## src/rtl/vis_packetiser_pkg.sv

```systemverilog
// vis_packetiser_pkg: shared state encoding, default header and byte-count helper
// for the visibility packetiser.
`default_nettype none

package vis_packetiser_pkg;

  typedef enum logic [2:0] {
    ST_IDLE  = 3'd0,
    ST_MAG0  = 3'd1,
    ST_MAG1  = 3'd2,
    ST_SEQN  = 3'd3,
    ST_FETCH = 3'd4,
    ST_DATA  = 3'd5,
    ST_CSUM  = 3'd6
  } vis_pkt_state_t;

  localparam logic [15:0] MAGIC_DEFAULT = 16'h5456;

  function automatic int nbytes(input int accum);
    return (2 * accum) / 8;
  endfunction

endpackage

`default_nettype wire

```

## src/rtl/vis_packetiser.sv

```systemverilog
// vis_packetiser: frames correlator visibility words into byte packets
// (magic, sequence, little-endian payload, XOR checksum with tlast).
`default_nettype none

module vis_packetiser
  import vis_packetiser_pkg::*;
#(
  parameter int          ACCUM     = 32,
  parameter int          MAX_WORDS = 576,
  parameter logic [15:0] MAGIC     = MAGIC_DEFAULT
) (
  input  logic             clock,
  input  logic             reset,
  input  logic             s_tvalid,
  output logic             s_tready,
  input  logic             s_tlast,
  input  logic [ACCUM-1:0] s_revis,
  input  logic [ACCUM-1:0] s_imvis,
  output logic             m_tvalid,
  input  logic             m_tready,
  output logic             m_tlast,
  output logic [7:0]       m_tdata,
  output logic [7:0]       seq_o,
  output logic             busy_o,
  output logic             trunc_o
);

  localparam int NB = nbytes(ACCUM);
  localparam int IW = (NB > 1) ? $clog2(NB) : 1;
  localparam int WW = $clog2(MAX_WORDS + 1);

  vis_pkt_state_t      state_q;
  logic [2*ACCUM-1:0]  sr_q;
  logic [IW-1:0]       idx_q;
  logic [WW-1:0]       wcnt_q;
  logic [7:0]          csum_q;
  logic [7:0]          seq_q;
  logic                last_q;
  logic                s_tready_q;
  logic                m_tvalid_q;
  logic                m_tlast_q;
  logic [7:0]          m_tdata_q;
  logic                busy_q;
  logic                trunc_q;

  // Outputs are loaded together with the state they belong to, so every
  // output is a flop and nothing from s_* or m_tready reaches a port.
  always_ff @(posedge clock or posedge reset) begin
    if (reset) begin
      state_q    <= ST_IDLE;
      sr_q       <= '0;
      idx_q      <= '0;
      wcnt_q     <= '0;
      csum_q     <= '0;
      seq_q      <= '0;
      last_q     <= 1'b0;
      s_tready_q <= 1'b0;
      m_tvalid_q <= 1'b0;
      m_tlast_q  <= 1'b0;
      m_tdata_q  <= '0;
      busy_q     <= 1'b0;
      trunc_q    <= 1'b0;
    end else begin
      trunc_q <= 1'b0;
      case (state_q)
        ST_IDLE: begin
          if (s_tvalid) begin
            state_q    <= ST_MAG0;
            busy_q     <= 1'b1;
            m_tvalid_q <= 1'b1;
            m_tdata_q  <= MAGIC[15:8];
          end
        end
        ST_MAG0: begin
          if (m_tready) begin
            state_q   <= ST_MAG1;
            m_tdata_q <= MAGIC[7:0];
          end
        end
        ST_MAG1: begin
          if (m_tready) begin
            state_q   <= ST_SEQN;
            m_tdata_q <= seq_q;
          end
        end
        ST_SEQN: begin
          if (m_tready) begin
            state_q    <= ST_FETCH;
            csum_q     <= seq_q;
            wcnt_q     <= '0;
            m_tvalid_q <= 1'b0;
            s_tready_q <= 1'b1;
          end
        end
        ST_FETCH: begin
          if (s_tvalid) begin
            state_q    <= ST_DATA;
            sr_q       <= {s_imvis, s_revis};
            last_q     <= s_tlast;
            idx_q      <= '0;
            wcnt_q     <= wcnt_q + WW'(1);
            s_tready_q <= 1'b0;
            m_tvalid_q <= 1'b1;
            m_tdata_q  <= s_revis[7:0];
          end
        end
        ST_DATA: begin
          if (m_tready) begin
            csum_q <= csum_q ^ sr_q[7:0];
            sr_q   <= sr_q >> 8;
            idx_q  <= idx_q + IW'(1);
            if (idx_q == IW'(NB - 1)) begin
              if (last_q || (wcnt_q == WW'(MAX_WORDS))) begin
                state_q   <= ST_CSUM;
                m_tdata_q <= csum_q ^ sr_q[7:0];
                m_tlast_q <= 1'b1;
              end else begin
                state_q    <= ST_FETCH;
                m_tvalid_q <= 1'b0;
                s_tready_q <= 1'b1;
              end
            end else begin
              m_tdata_q <= sr_q[15:8];
            end
          end
        end
        ST_CSUM: begin
          if (m_tready) begin
            state_q    <= ST_IDLE;
            seq_q      <= seq_q + 8'd1;
            trunc_q    <= !last_q;
            m_tvalid_q <= 1'b0;
            m_tlast_q  <= 1'b0;
            busy_q     <= 1'b0;
          end
        end
        default: begin
          state_q    <= ST_IDLE;
          s_tready_q <= 1'b0;
          m_tvalid_q <= 1'b0;
          m_tlast_q  <= 1'b0;
          busy_q     <= 1'b0;
        end
      endcase
    end
  end

  assign s_tready = s_tready_q;
  assign m_tvalid = m_tvalid_q;
  assign m_tlast  = m_tlast_q;
  assign m_tdata  = m_tdata_q;
  assign seq_o    = seq_q;
  assign busy_o   = busy_q;
  assign trunc_o  = trunc_q;

endmodule

`default_nettype wire

```

## config.mk

```make
export PLATFORM = sky130hd
export DESIGN_NAME = vis_packetiser
export DESIGN_NICKNAME = d
export VERILOG_FILES = /design/src/rtl/vis_packetiser_pkg.sv /design/src/rtl/vis_packetiser.sv
export SDC_FILE = /design/constraint.sdc
export NUM_CORES = 1
export LEC_CHECK = 0
export CAP_MARGIN = 10
export CORE_ASPECT_RATIO = 0.9
export CORE_MARGIN = 1
export CORE_UTILIZATION = 60
export CTS_BUF_LIST = sky130_fd_sc_hd__clkbuf_4
export CTS_CLUSTER_SIZE = 10
export DETAILED_ROUTE_END_ITERATION = 6
export GPL_ROUTABILITY_DRIVEN = 0
export MAX_ROUTING_LAYER = met4
export PLACE_DENSITY = 0.95
export SLEW_MARGIN = 20
export SYNTH_ARGS = -nofsm -noshare
export SYNTH_HDL_FRONTEND = slang
export SYNTH_SLANG_ARGS = --single-unit
```

## constraint.sdc

```tcl
create_clock -name clock -period 8.8 [get_ports clock]
set_clock_uncertainty 0.15 [all_clocks]
set_input_delay 1.32 -clock clock [delete_from_list [all_inputs] [get_ports clock]]
set_output_delay 1.32 -clock clock [all_outputs]
set_load 0.01 [all_outputs]
```

Yosys cells after proc, flatten, opt, wreduce, memory -nomap -nowiden
Index checks and enable logic that the tools add are counted.
{"block": "totals", "regBits": 110, "input_bits": 69, "out_inout_bits": 21, "elab_cells": 114}
{"block": "classes", "n_addsub": 3, "eq_ne": 21, "muxes": 48, "bitwise_logic": 5, "reduce_logical": 24}
{"op": "two-way mux 64 bit", "n": 2}
{"op": "one-hot mux 64 bit (2 select lines)", "n": 1}
{"op": "two-way mux 8 bit", "n": 8}
{"op": "one-hot mux 8 bit (5 select lines)", "n": 1}
{"op": "two-way mux 3 bit", "n": 10}
{"op": "one-hot mux 3 bit (7 select lines)", "n": 1}
{"op": "two-way mux 10 bit", "n": 2}
{"op": "inequality test 2 bit (second input constant)", "n": 10}
{"op": "one-hot mux 10 bit (2 select lines)", "n": 1}
{"op": "one-hot mux 8 bit (2 select lines)", "n": 1}
{"op": "two-way mux 1 bit", "n": 15}
{"op": "equality test 3 bit (second input constant)", "n": 4}
{"op": "AND reduction 3 bit", "n": 4}
{"op": "AND reduction 6 bit", "n": 2}
{"op": "adder 10 x 1 -> 10 bit (second input constant)", "n": 1}
{"op": "equality test 10 bit (second input constant)", "n": 1}
{"op": "OR reduction 5 bit", "n": 2}
{"op": "adder 8 x 1 -> 8 bit (second input constant)", "n": 1}
{"op": "one-hot mux 1 bit (4 select lines)", "n": 2}
{"op": "AND reduction 8 bit", "n": 1}
{"op": "XOR 8 bit", "n": 1}
{"op": "AND reduction 7 bit", "n": 1}
{"op": "equality test 3 x 2 -> 1 bit (second input constant)", "n": 2}
{"op": "one-hot mux 1 bit (3 select lines)", "n": 2}
{"op": "16 further kinds", "n": 25}

Depth between registers and ports, before layout
Gate-level depths: netlist (run 1).
{"block": "depth", "depth_word": 6, "ltp_mapped": 8, "depth_no_buf": 7}

Least setup slack after synthesis (run 1)
No wires, ideal clock.
{"block": "synth_path", "path_type": "in2reg", "startpoint": "in m_tready", "endpoint": "reg sr_q[8]", "setup_time_ps": 136, "t_arrival_ps": 2256, "required_time_ps": 8514, "path_slack_ps": 6258, "cell_stages": 8, "path_buffers": 3, "path_cell_list": "buf_2 -> nand2_1 -> nand2_1 -> nand2_2 -> buf_4 -> buf_4 -> nand2_1 -> o21ai_0"}
{"block": "synth_between", "elab_chain_len": 2}
{"item": "from (decl)", "line": "vis_packetiser.sv:20", "rtl": "input logic m_tready,"}
{"item": "inequality test 2 bit (no source line)"}
{"item": "AND reduction 3 bit (no source line)"}
{"item": "to (signal assigned)", "line": "vis_packetiser.sv:98", "rtl": "sr_q <= {s_imvis, s_revis};"}
{"item": "to (signal assigned)", "line": "vis_packetiser.sv:110", "rtl": "sr_q <= sr_q >> 8;"}
{"item": "to (decl)", "line": "vis_packetiser.sv:33", "rtl": "logic [2*ACCUM-1:0] sr_q;"}
No other way between the ends.
A chain may end at the register's enable or synchronous reset.

Worst setup path in the final report (run 1)
{"block": "layout_path", "startpoint": "in m_tready", "endpoint": "reg s_tready_q (netlist: s_tready)"}
{"block": "layout_between", "elab_chain_len": 2, "elab_cells_between_ends": 3, "classes_between": "2 x eq/ne; 1 x reduce/logical"}
{"item": "inequality test 2 bit (no source line)"}
{"item": "AND reduction 6 bit (no source line) *"}
{"item": "to (signal assigned)", "line": "vis_packetiser.sv:57", "rtl": "s_tready_q <= 1'b0;"}
{"item": "to (signal assigned)", "line": "vis_packetiser.sv:92", "rtl": "s_tready_q <= 1'b1;"}
{"item": "to (signal assigned)", "line": "vis_packetiser.sv:102", "rtl": "s_tready_q <= 1'b0;"}
{"item": "to (decl)", "line": "vis_packetiser.sv:39", "rtl": "logic s_tready_q;"}
Mark *: on every way between the ends. The rest lies on a longest branch, timed or not.

==> results of run 1 <==
## state kept, by name, indices dropped and copies added (netlist names), 3 cells and up
signal and flops:
csum_q 8, sr_q 64, idx_q 3, wcnt_q 10, seq_o 8, state_q 3
m_tdata 8
## worst max path at each step
stage,to
after floorplan,busy_o$_DFFE_PP0P_
after global placement,idx_q[0]$_DFFE_PP0P_
after detailed placement,s_tready$_DFFE_PP0P_
after CTS,s_tready$_DFFE_PP0P_
after global routing,idx_q[0]$_DFFE_PP0P_
final,s_tready$_DFFE_PP0P_
## per-stage QoR
stage | utilization | instances | cell area, um^2
floorplan | - | 576 | 5520
detailed placement | 0.728 | 750 | 6350
global placement | 0.728 | 750 | 6350
global route | 0.750 | 766 | 6540
CTS | 0.749 | 766 | 6530
finish | 0.750 | 766 | 6540
## final cells by class
class                      count  area (um^2)  share of cell area
clock buffer                   9         67.6              0.0103
clock inverter                 7          114              0.0174
inverter                      16         65.1             0.00994
multi-input combinational    414         2490               0.380
sequential                   110         2750               0.421
tap                          119          149              0.0228
timing repair buffer          91          906               0.138
## logic make-up (layout without fill, tap and decap cells)
family,after synthesis,after routing,synth area share
xor gates and xnor gates,20,20,0.0317
buffers and inverters,52,123,0.0535
AOI/OAI and AO/OA,160,160,0.163
muxes,57,57,0.103
and+or+nand+nor,172,172,0.138
adders and majority gates,5,5,0.0113
DFF,110,110,0.499
## cells in the mapped netlist (4+ instances only)
cell,number,area [um^2]
a22oi_1,8,60.1
nand2_1,110,413
mux2i_1,57,571
nor2_1,19,71.3
nand4_1,6,37.5
o22ai_1,4,25.0
buf_4,14,105
buf_2,6,30.0
o21ai_0,86,430
a21oi_1,21,105
o21ai_1,25,125
inv_1,15,56.3
clkbuf_1,10,37.5
xnor2_1,12,105
ha_1,5,62.6
xor2_1,8,70.1
dfrtp_1,110,2750
nand3_1,17,85.1
buf_6,5,56.3
a22o_1,4,35.0
## layer usage
layer  vias to the layer above  wire (um)
met3                        27        942
met1                      2103       4870
li1                       2130          -
met4                         0        316
met2                       207       6310
met5                         -          0
## power groups by stage
stage	sequential (mW)	clock [mW]	combinational [mW]
after detailed placement	0.874	0	0.658
after floorplan	0.819	0	0.510
after CTS	0.863	0.307	0.661
final	0.867	0.305	0.662
after global routing	0.890	0.325	0.744
after global placement	0.856	0	0.617
==> results.yml, run 1 <==
final_layout:
  layout_common_cells: "nand2_1, dfrtp_1, clkdlybuf4s50_1"
  drive_above_1_share: 0.0464
  area_delta_synth_final_pct: 18.5
  diodes: 0
  nFillCells: 624
  layout.nets: 716
worst_setup_path:
  crit_fanout: 135
  path_buf_inv: 1
  reg2reg_depth: 6
  r2r_slack_ns: 5.89
  slowest_delay_ns: 0.65
  cpMostUsedCell: "nand2_1"
  r2r_end: "m_tdata[6]$_DFFE_PP0P_"
  start_kind: "input port"
  cp_top_family: "simple AND/OR/NAND/NOR gates"
  cp.depth: 5
  critical_path_arrival_ns: 3.30
  worstSetupStartpoint: "m_tready"
  cp_slowest_cell: "clkdlybuf4s50_1"
  crit_chain: "clkdlybuf4s50_1 -> nand2_1 -> nand2_1 -> nand2_8 -> o32ai_1"
  critPathRequiredTime_ns: 9.03
  r2r-start: "state_q[2]$_DFFE_PP0P_"
  critPathKind: "in -> reg"
  worstSetupEndpointType: "flip-flop"
clock_tree:
  cts_resized: 0
  cts_tree: "done"
  clock_sinks: 110
  cts_root_buf: "clkbuf_4"
  post_cts_buffers: 0
  hold_buffers: 0
  clk_latency_ns: 0.49
  cts_max_level: 3
  cts_buffers: 9
  clk_pin_slew_ns: 0.17
  clockBufferDepth: 2
floorplanning:
  initial_utilization: 0.632
  chipHeight_um: 93.0
  io_pins: 90
  die_w_um: 103
  rows: 32
  core_area_um2: 8730
  die-area_um2: 9590
placed_design:
  port_buffers: 89
  place_ws_ns: 5.04
  dp_hpwl_um: 8770
drt:
  drt_iter0_drc: 334
  wl_per_cell_um: 16.2
  totalWireLength_um: 12400
  route.vias.total: 4467
  drt-pass1-iter-count: 5
  drc: 0
  avgViaCountPerCell: 5.83
  ant_nets: 0
timing:
  hold_ws_ns: 0.337
  slew_violations: 0
  finalSetupViolCount: 0
  fin_crit_sh: 0.349
  fmax_mhz: 326
  finalHoldViolCount: 0
  rsz0062_at_grt: "no"
  relSlewSlack: 0.259
  setup_ws_ns: 5.73
  period_minus_slack_ns: 3.07
  tightest_slew_ns: 1.11
  fin_tns_setup_ns: 0
pwr:
  p_seq_frac: 0.473
  swShare: 0.392
  internal_power_mw: 1.11
  p_leak_nw: 2.80
  p_switching_uw: 720
  power_mw: 1.83
  combPwrFrac: 0.361
  ir_drop_v: 0.000145
  clock_power_share: 0.166
  power_density_nw_per_um2: 280
global_route:
  grt_use_met1: 0.356
  grt_max_degree: 136
  grt.total_usage: 0.289
  grt_pass1_wl_um: 20500
  grt-ovfl-total: 0
  grt.busiest_layer: "met2"
  antenna_found_initial: 0
  grt_use_met2: 0.467
  met3_usage: 0.0598
  grt_pass1_vias: 4297
min_path:
  hold_class: "reg -> reg"
  hp-start: "last_q$_DFFE_PP0P_"
  min_to: "trunc_o$_DFF_PP0_"
  whs_path_depth: 1
logic_synthesis:
  netlist-cell-type-count: 44
  synthArstFlopShare: 1.00
  synth_cells: 576
  synth_warnings: 0
  syn_area_um2: 5520
  ys_ff_latch: 110
  synth-edff-count: 0
  seq_area_frac_synth: 0.499
  syn_nets: 650
  syn_avg_cell_area_um2: 9.58
  ys.flop_type: "dfrtp_1"
run_status:
  status: "finished clean"
job:
  drv_cap: 0
(Power assumes the default switching activity.)
==> run 2: changes to the inputs <==
--- a/config.mk
+++ b/config.mk
@@ -8,13 +8,13 @@
 export CAP_MARGIN = 10
 export CORE_ASPECT_RATIO = 0.9
 export CORE_MARGIN = 1
-export CORE_UTILIZATION = 60
+export CORE_UTILIZATION = 50
 export CTS_BUF_LIST = sky130_fd_sc_hd__clkbuf_4
 export CTS_CLUSTER_SIZE = 10
 export DETAILED_ROUTE_END_ITERATION = 6
 export GPL_ROUTABILITY_DRIVEN = 0
 export MAX_ROUTING_LAYER = met4
-export PLACE_DENSITY = 0.95
+export PLACE_DENSITY = 0.85
 export SLEW_MARGIN = 20
 export SYNTH_ARGS = -nofsm -noshare
 export SYNTH_HDL_FRONTEND = slang
==> constraint.sdc (replaced) <==
create_clock -name clock -period 2.8 [get_ports clock]
set_clock_uncertainty 0.15 [all_clocks]
set_input_delay 0.42 -clock clock [delete_from_list [all_inputs] [get_ports clock]]
set_output_delay 0.42 -clock clock [all_outputs]
set_load 0.01 [all_outputs]
==> run 2 against run 1 <==
  * Critical path depth up 1
  * First-iteration DRC count is 5.7% lower
  * Register-to-register slack got worse by 5.3 ns
  * Sequential power rose to 3.1 times the previous value
  * Combinational power grew to 3.2 times the previous value
  * Final area up 1.6%
  * Hold slack got worse by 0.22 ns
  * Critical path type is now reg -> reg
==> results.yml, run 2 (synthesized netlist as in run 1, its figures left out) <==
drt:
  drt_iter0_drc: 315
  drt-pass1-iter-count: 5
  ant_nets: 0
  drc: 0
  route.vias.total: 4402
  avgViaCountPerCell: 5.59
  wl_per_cell_um: 15.1
  totalWireLength_um: 11900
worst_setup_path:
  cpMostUsedCell: "ha_1"
  critPathKind: "reg -> reg"
  reg2reg_depth: 6
  r2r_end: "m_tdata[4]$_DFFE_PP0P_"
  critPathRequiredTime_ns: 3.05
  r2r-start: "idx_q[0]$_DFFE_PP0P_"
  slowest_delay_ns: 0.65
  r2r_slack_ns: 0.60
  cp_slowest_cell: "ha_1"
  start_kind: "flip-flop"
  worstSetupEndpointType: "flip-flop"
  critical_path_arrival_ns: 2.45
  crit_chain: "ha_1 -> ha_1 -> nand2_2 -> o22ai_4 -> nand2_1 -> o21ai_1"
  crit_fanout: 20
timing:
  period_minus_slack_ns: 2.20
  fin_crit_sh: 0.785
  slew_violations: 0
  fmax_mhz: 455
  finalSetupViolCount: 0
  finalHoldViolCount: 0
  rsz0062_at_grt: "no"
  tightest_slew_ns: 0.763
  relSlewSlack: 0.491
  fin_tns_setup_ns: 0
floorplanning:
  io_pins: 90
  chipHeight_um: 102
  rows: 36
  initial_utilization: 0.513
  core_area_um2: 10800
  die_w_um: 113
  die-area_um2: 11500
clock_tree:
  cts_buffers: 9
  cts_tree: "done"
  post_cts_buffers: 0
  cts_max_level: 3
  clockBufferDepth: 2
  clk_pin_slew_ns: 0.16
  clock_sinks: 110
  cts_root_buf: "clkbuf_4"
  cts_resized: 0
  clk_latency_ns: 0.46
  hold_buffers: 0
min_path:
  hold_class: "in -> async"
pwr:
  power_density_nw_per_um2: 858
  ir_drop_v: 0.000365
  p_leak_nw: 2.85
job:
  drv_cap: 0
placed_design:
  dp_hpwl_um: 8740
  place_inst: 772
  port_buffers: 89
final_layout:
  diodes: 0
  layout.nets: 724
  layout_common_cells: "nand2_1, dfrtp_1, clkdlybuf4s50_1"
  fin_cells: 788
  area_delta_synth_final_pct: 20.5
  largest-register: "sr_q"
  drive_above_1_share: 0.0580
  reg_top3: "sr_q (64), wcnt_q (10)"
  largest_reg_flops: 64
global_route:
  grt.total_usage: 0.230
  grt-ovfl-total: 0
  grt_pass1_vias: 4178
  grt_max_degree: 69
  antenna_found_initial: 0
  grt_pass1_wl_um: 20100
run_status:
  status: "finished clean"
[run 2: where the power goes]
group | switching (mW) | internal (mW)
combinational | 1.14 | 0.983
clock | 0.522 | 0.381
sequential | 0.507 | 2.18
[run 2: layout make-up]
| class | instances | area (um^2) |
|---|---|---|
| Fill cell | 887 | 4120 |
| Sequential cell | 110 | 2750 |
| Multi-Input combinational cell | 414 | 2480 |
| Timing Repair Buffer | 99 | 1020 |
| Tap cell | 133 | 166 |
| Clock inverter | 6 | 92.6 |
| Clock buffer | 10 | 75.1 |
| Inverter | 16 | 66.3 |
[run 2: per-stage QoR]
stage	hold slack [ns]	total power [mW]	util	setup WS, ns	instance area, um^2
6_report	0.116	5.71	0.618	0.601	6650
3_5_place_dp	0.311	4.84	0.602	0.313	6480
4_1_cts	0.103	5.74	0.618	0.610	6650
5_1_grt	0.0947	6.14	0.618	0.420	6650
2_1_floorplan	0.277	4.18	-	0.901	5520
3_3_place_gp	0.311	4.70	0.602	0.395	6480
[run 2: worst max-delay path by stage]
stage,start,endpoint,cells after the start
after CTS,idx_q[0]$_DFFE_PP0P_,m_tdata[4]$_DFFE_PP0P_,6
after global placement,m_tready,sr_q[45]$_DFFE_PP0P_,7
final,idx_q[0]$_DFFE_PP0P_,m_tdata[4]$_DFFE_PP0P_,6
after floorplan,reset,busy_o$_DFFE_PP0P_,1
after detailed placement,m_tready,sr_q[20]$_DFFE_PP0P_,6
after global routing,state_q[1]$_DFFE_PP0P_,sr_q[20]$_DFFE_PP0P_,4
[run 2: critical path: cells and delay by family (launching register included)]
kind / cells / cell delay, ns
AO/OA/AOI/OAI: 2 / 0.51
adder cells (fa/ha/maj): 2 / 0.80
flip-flops: 1 / 0.40
AND/OR/NAND/NOR: 2 / 0.28
[run 2: metal layers]
metal  routed length [um]  track usage  vias to the layer above
met5                    0            -                        -
met4                  273       0.0769                        0
met3                  784       0.0491                       19
met2                 5750        0.369                      185
met1                 5110        0.292                     2054
li1                     -            -                     2144
